$ cat config.mk
export PLATFORM = sky130hd
export DESIGN_NAME = sync_fifo_v2
export DESIGN_NICKNAME = d
export VERILOG_FILES = /design/src/rtl/fifo_pkg.sv /design/src/rtl/fifo_mem.sv /design/src/rtl/sync_fifo_v2.sv
export SDC_FILE = /design/constraint.sdc
export NUM_CORES = 1
export LEC_CHECK = 0
export BUFFER_PORTS_ARGS = -buffer_cell sky130_fd_sc_hd__clkbuf_2
export CAP_MARGIN = 20
export CELL_PAD_IN_SITES_DETAIL_PLACEMENT = 1
export CELL_PAD_IN_SITES_GLOBAL_PLACEMENT = 1
export CORE_ASPECT_RATIO = 2
export CORE_MARGIN = 8
export CORE_UTILIZATION = 45
export CTS_CLUSTER_DIAMETER = 100
export CTS_CLUSTER_SIZE = 14
export DETAILED_ROUTE_END_ITERATION = 6
export GPL_ROUTABILITY_DRIVEN = 0
export PLACE_DENSITY = 0.72
export SLEW_MARGIN = 15
export SYNTH_ARGS = -nofsm -noshare
export SYNTH_HDL_FRONTEND = slang
export SYNTH_SLANG_ARGS = --single-unit
$ cat constraint.sdc
create_clock -name i_clk -period 2.6 [get_ports i_clk]
set_clock_uncertainty 0.05 [all_clocks]
set_input_delay 0.13 -clock i_clk [delete_from_list [all_inputs] [get_ports i_clk]]
set_output_delay 0.13 -clock i_clk [all_outputs]
set_load 0.02 [all_outputs]
$ cat src/rtl/fifo_pkg.sv
// Shared FIFO definitions: read-mode constants and a constant-evaluable clog2.
// Reused by every FIFO variant in the codebase.
package fifo_pkg;

    localparam int FIFO_MODE_REG  = 0;
    localparam int FIFO_MODE_FWFT = 1;

    function automatic int unsigned clog2(input int unsigned n);
        int unsigned r;
        r = 0;
        while ((64'd1 << r) < 64'(n)) begin
            r = r + 1;
        end
        return r;
    endfunction

endpackage

$ cat src/rtl/fifo_mem.sv
// Simple dual-port register array: synchronous write, asynchronous read, no reset.
module fifo_mem
    import fifo_pkg::*;
#(
    parameter int DATA_WIDTH = 8,
    parameter int DEPTH      = 16,
    localparam int AW        = clog2(DEPTH)
) (
    input  logic                  i_clk,
    input  logic                  i_we,
    input  logic [AW-1:0]         i_waddr,
    input  logic [DATA_WIDTH-1:0] i_wdata,
    input  logic [AW-1:0]         i_raddr,
    output logic [DATA_WIDTH-1:0] o_rdata
);

    logic [DATA_WIDTH-1:0] mem [DEPTH];

    always_ff @(posedge i_clk) begin
        if (i_we) begin
            mem[i_waddr] <= i_wdata;
        end
    end

    assign o_rdata = mem[i_raddr];

endmodule

$ cat src/rtl/sync_fifo_v2.sv
// Parametrised synchronous FIFO with registered or first-word fall-through read,
// occupancy count, almost flags, synchronous flush and sticky error flags.
module sync_fifo_v2
    import fifo_pkg::*;
#(
    parameter int DATA_WIDTH = 8,
    parameter int DEPTH      = 16,
    parameter int FWFT       = FIFO_MODE_REG,
    parameter int AF_LEVEL   = DEPTH - 2,
    parameter int AE_LEVEL   = 2,
    localparam int AW        = clog2(DEPTH),
    localparam int CW        = AW + 1
) (
    input  logic                  i_clk,
    input  logic                  i_reset,
    input  logic                  i_clear,
    input  logic                  i_wen,
    input  logic [DATA_WIDTH-1:0] i_wdata,
    input  logic                  i_ren,
    output logic [DATA_WIDTH-1:0] o_rdata,
    output logic                  o_valid,
    output logic                  o_full,
    output logic                  o_empty,
    output logic [CW-1:0]         o_count,
    output logic                  o_almost_full,
    output logic                  o_almost_empty,
    output logic                  o_overflow,
    output logic                  o_underflow
);

    logic [CW-1:0]         wptr;
    logic [CW-1:0]         rptr;
    logic [CW-1:0]         count;
    logic [DATA_WIDTH-1:0] mem_rdata;
    logic                  flush;
    logic                  full;
    logic                  avail;
    logic                  rd;
    logic                  wr;

    assign flush = i_reset | i_clear;
    assign full  = (count == CW'(DEPTH));
    assign avail = (count != '0);
    // A read frees a slot in the same cycle, so a full FIFO may still accept a write.
    assign rd    = i_ren & avail;
    assign wr    = i_wen & (~full | rd);

    fifo_mem #(
        .DATA_WIDTH (DATA_WIDTH),
        .DEPTH      (DEPTH)
    ) u_mem (
        .i_clk   (i_clk),
        .i_we    (wr & ~flush),
        .i_waddr (wptr[AW-1:0]),
        .i_wdata (i_wdata),
        .i_raddr (rptr[AW-1:0]),
        .o_rdata (mem_rdata)
    );

    always_ff @(posedge i_clk) begin
        if (flush) begin
            wptr        <= '0;
            rptr        <= '0;
            count       <= '0;
            o_overflow  <= 1'b0;
            o_underflow <= 1'b0;
        end else begin
            if (wr) begin
                wptr <= wptr + CW'(1);
            end
            if (rd) begin
                rptr <= rptr + CW'(1);
            end
            count <= count + CW'(wr) - CW'(rd);
            if (i_wen & ~wr) begin
                o_overflow <= 1'b1;
            end
            if (i_ren & ~avail) begin
                o_underflow <= 1'b1;
            end
        end
    end

    assign o_count        = count;
    assign o_full         = full;
    assign o_empty        = ~avail;
    assign o_almost_full  = (count >= CW'(AF_LEVEL));
    assign o_almost_empty = (count <= CW'(AE_LEVEL));

    // FWFT presents the head word straight from the array, so the head slot stays
    // inside the DEPTH-word capacity instead of adding an extra output stage.
    if (FWFT == FIFO_MODE_FWFT) begin : g_fwft
        always_comb begin
            o_valid = avail;
            o_rdata = avail ? mem_rdata : '0;
        end
    end else begin : g_reg
        always_ff @(posedge i_clk) begin
            if (flush) begin
                o_valid <= 1'b0;
                o_rdata <= '0;
            end else begin
                o_valid <= rd;
                o_rdata <= rd ? mem_rdata : '0;
            end
        end
    end

endmodule
==> flow_results.xml <==
<?xml version="1.0" encoding="UTF-8"?>
<metrics>
  <group name="floorplan">
    <metric name="core_region_area" unit="sq um">13400</metric>
    <metric name="die-area" unit="sq um">17900</metric>
    <metric name="die_span_in_y" unit="um">182</metric>
    <metric name="floorplan.initialDensity" unit="">0.459</metric>
    <metric name="die_w" unit="um">98.8</metric>
    <metric name="io-pin-count" unit="">33</metric>
    <metric name="std_cell_rows" unit="">60</metric>
  </group>
  <group name="timing">
    <metric name="slew_headroom" unit="">0.658</metric>
    <metric name="worst_hold_slack_across_all_endpoints" unit="ns">0.0225</metric>
    <metric name="max_freq" unit="MHz">396</metric>
    <metric name="report.final.setup_viol" unit="">0</metric>
    <metric name="setup_total_negative_slack" unit="ns">0</metric>
    <metric name="worst_slack" unit="ns">0.0774</metric>
    <metric name="final_period_minus_worst_setup_slack" unit="ns">2.52</metric>
    <metric name="timing_hold_violations_final" unit="">0</metric>
    <metric name="final.period_utilization" unit="">0.970</metric>
    <metric name="pins_over_their_slew_limit" unit="">0</metric>
    <metric name="tightest_slew" unit="ns">0.512</metric>
    <metric name="grt_setup_unrepaired" unit="">true</metric>
  </group>
  <group name="detailed_routing">
    <metric name="drtAntennaViolNets" unit="">0</metric>
    <metric name="drt_iter0_drc" unit="">180</metric>
    <metric name="routed_via_density" unit="">5.65</metric>
    <metric name="wl" unit="mm">14.1</metric>
    <metric name="detail_route.first_pass.iterations" unit="">5</metric>
    <metric name="post_drt_wl_per_cell" unit="um">24.7</metric>
    <metric name="drt_drc_violations_left" unit="">0</metric>
    <metric name="routed-via-count" unit="">3240</metric>
  </group>
  <group name="layout">
    <metric name="fillerInstances" unit="">1213</metric>
    <metric name="growth_of_design_area_from_synthesis_to_finish" unit="%">19.2</metric>
    <metric name="number_of_inserted_diodes" unit="">0</metric>
    <metric name="final_cell_mix" unit="">sky130_fd_sc_hd__edfxtp_1 (128), sky130_fd_sc_hd__buf_4 (36), sky130_fd_sc_hd__clkbuf_2 (32)</metric>
    <metric name="layout.cells.most_common" unit="">sky130_fd_sc_hd__edfxtp_1</metric>
    <metric name="final_cell_area" unit="sq um">7350</metric>
    <metric name="multi_input_gate_area_in_the_final_layout" unit="sq um">1720</metric>
    <metric name="num-nets-final" unit="">434</metric>
    <metric name="area.sequential" unit="sq um">4330</metric>
    <metric name="post_route_cells_drive_above_1_share" unit="">0.294</metric>
  </group>
  <group name="worst_setup_path">
    <metric name="worst_setup_path_start_kind" unit="">flop</metric>
    <metric name="crit_fanout" unit="">5</metric>
    <metric name="cp.arrival" unit="ns">2.78</metric>
    <metric name="r2r-start" unit="">o_count[3]</metric>
    <metric name="worst-setup-path-type" unit="">flop to flop</metric>
    <metric name="crit_required" unit="ns">2.86</metric>
    <metric name="cp-end-kind" unit="">flop</metric>
    <metric name="critical_path.startpoint" unit="">o_count[3]</metric>
  </group>
  <group name="clock_tree">
    <metric name="path_clk_slew" unit="ns">0.06</metric>
    <metric name="clock_tree_buffer_depth" unit="">2</metric>
    <metric name="ctsHtreeMaxLevel" unit="">4</metric>
    <metric name="clk-insertion-delay-late" unit="ns">0.42</metric>
    <metric name="cts_root_buf" unit="">sky130_fd_sc_hd__clkbuf_16</metric>
    <metric name="tritoncts" unit="">done</metric>
    <metric name="cts_inserted_buffers" unit="">17</metric>
    <metric name="cts_sinks" unit="">152</metric>
  </group>
  <group name="min_path">
    <metric name="timing.hold.worst.start" unit="">i_ren</metric>
    <metric name="holdCritPathClass" unit="">input pin to flop</metric>
  </group>
  <group name="grt">
    <metric name="remaining_overflow_grt" unit="">0</metric>
    <metric name="grt_max_degree" unit="">27</metric>
    <metric name="gr-usage-all-layers" unit="">0.164</metric>
    <metric name="first_pass_grt_wire_length" unit="mm">21.4</metric>
    <metric name="antenna_violations_before_repair" unit="">0</metric>
    <metric name="number_of_global_route_vias_before_repair" unit="">3718</metric>
  </group>
  <group name="yosys">
    <metric name="netlist_instances" unit="">330</metric>
    <metric name="synth_seq_cells" unit="">152</metric>
    <metric name="synthesis.yosys.warnings" unit="">0</metric>
    <metric name="synth_area" unit="sq um">6170</metric>
    <metric name="average_size_of_a_mapped_cell" unit="sq um">18.7</metric>
    <metric name="postSynth.topFlopCell" unit="">sky130_fd_sc_hd__edfxtp_1</metric>
    <metric name="synth.net_count" unit="">359</metric>
    <metric name="yosysSeqAreaShare" unit="">0.701</metric>
    <metric name="synth_enable_flop_cells" unit="">128</metric>
    <metric name="synth.distinct_cells" unit="">38</metric>
    <metric name="synth_async_sr_flop_share" unit="">0</metric>
  </group>
  <group name="power">
    <metric name="p_leak" unit="nW">2.54</metric>
    <metric name="power" unit="W">0.00610</metric>
    <metric name="pwr_density_cell" unit="nW/um^2">829</metric>
    <metric name="vdd_ir_drop_max" unit="uV">537</metric>
  </group>
  <group name="run_status">
    <metric name="status" unit="">completed</metric>
  </group>
  <group name="place">
    <metric name="io_buffer_count" unit="">32</metric>
    <metric name="post-place-ws" unit="ns">-0.0610</metric>
    <metric name="place_hpwl" unit="mm">9.65</metric>
    <metric name="post_dp_cell_area" unit="sq um">6650</metric>
  </group>
  <group name="flow_run">
    <metric name="max_cap_viol_count" unit="">0</metric>
  </group>
</metrics>
-- report_power, final --
| part | internal (W) | switching (W) |
|---|---|---|
| clock network | 0.00152 | 0.000987 |
| registers | 0.00268 | 0.0000465 |
| logic | 0.000384 | 0.000479 |
| total | 0.00459 | 0.00151 |
-- stage by stage --
step	instances	utilization
3_3_place_gp	534	0.495
3_5_place_dp	534	0.495
4_1_cts	567	0.541
5_1_grt	573	0.547
2_1_floorplan	330	-
6_report	573	0.547
-- worst max-delay path, stage by stage, from the launching register on --
cell	delay, ns
sky130_fd_sc_hd__dfxtp_2	0.35
sky130_fd_sc_hd__inv_2	0.06
sky130_fd_sc_hd__ha_4	0.16
sky130_fd_sc_hd__or4b_4	0.25
sky130_fd_sc_hd__inv_4	0.04
sky130_fd_sc_hd__or3_4	0.38
sky130_fd_sc_hd__nand2_4	0.08
sky130_fd_sc_hd__ha_4	0.13
sky130_fd_sc_hd__inv_2	0.04
sky130_fd_sc_hd__fa_2	0.39
sky130_fd_sc_hd__o21bai_1	0.16
sky130_fd_sc_hd__a21oi_1	0.10
sky130_fd_sc_hd__xnor2_1	0.16
sky130_fd_sc_hd__nor2_1	0.05
-- worst paths after layout --
check                to  slack [ns]  cells past startpoint
max          o_count[4]        0.08                     13
min             rptr[1]        0.02                      3
max reg2reg  o_count[4]        0.08                     13
min reg2reg  o_overflow        0.44                      2
-- flip-flops by register name, indices dropped and copies added, names as in the netlist --
name and count:
o_underflow 1, o_overflow 1, wptr 4, o_count 5, o_rdata 8, o_valid 1
u_mem.mem 128, rptr 4
-- cell type report --
cell class / count / share of cell area
Multi-Input combinational cell: 153 / 0.235
Clock buffer: 18 / 0.0584
Timing Repair Buffer: 70 / 0.0626
Clock inverter: 14 / 0.0231
Sequential cell: 152 / 0.589
Tap cell: 155 / 0.0264
Inverter: 11 / 0.00630
-- synth_stat cells (2+ instances only) --
cell type / count / area, sq um
sky130_fd_sc_hd__mux4_1: 24 / 631
sky130_fd_sc_hd__nand3_1: 5 / 25.0
sky130_fd_sc_hd__buf_2: 5 / 25.0
sky130_fd_sc_hd__xnor2_1: 5 / 43.8
sky130_fd_sc_hd__mux4_2: 8 / 180
sky130_fd_sc_hd__buf_12: 2 / 40.0
sky130_fd_sc_hd__nand4_1: 2 / 12.5
sky130_fd_sc_hd__clkbuf_1: 2 / 7.51
sky130_fd_sc_hd__buf_4: 2 / 15.0
sky130_fd_sc_hd__inv_1: 11 / 41.3
sky130_fd_sc_hd__xor2_1: 3 / 26.3
sky130_fd_sc_hd__nor2_1: 30 / 113
sky130_fd_sc_hd__buf_6: 2 / 22.5
sky130_fd_sc_hd__or3_1: 3 / 18.8
sky130_fd_sc_hd__edfxtp_1: 128 / 3840
sky130_fd_sc_hd__o21ai_0: 2 / 10.0
sky130_fd_sc_hd__ha_1: 15 / 188
sky130_fd_sc_hd__o22ai_1: 8 / 50.1
sky130_fd_sc_hd__dfxtp_1: 24 / 480
sky130_fd_sc_hd__mux2i_1: 16 / 160
sky130_fd_sc_hd__nand2_1: 9 / 33.8
sky130_fd_sc_hd__a21oi_1: 7 / 35.0
sky130_fd_sc_hd__o21bai_1: 2 / 15.0
-- per-layer routing --
metal / track usage / up-vias / share of wire
met2: 0.304 / 82 / 0.58
met4: 0.0848 / 0 / 0.026
li1: - / 1457 / -
met1: 0.163 / 1681 / 0.36
met3: 0.0387 / 20 / 0.032
met5: 0 / - / 0
-- kinds of logic (layout without fill, tap and decap cells) --
group	count (synthesis)	in the layout	share of synthesized area
adders and majority gates	16	16	0.0337
xor gates and xnor gates	8	8	0.0114
muxes	48	48	0.157
AOI/OAI and AO/OA	24	24	0.0243
DFF	152	152	0.701
buffers and inverters	25	113	0.0270
and+or+nand+nor	57	57	0.0450
-- what timing repair did --
item                                    in CTS  in global routing
pin swaps                                    0                  7
endpoints found under the setup margin       1                  1
hold buffers                                 1                  0
endpoints found under the hold margin        1                  0
resized for setup                            2                 12
buffers inserted                             0                  6
Power figures use the tool's default switching activity.
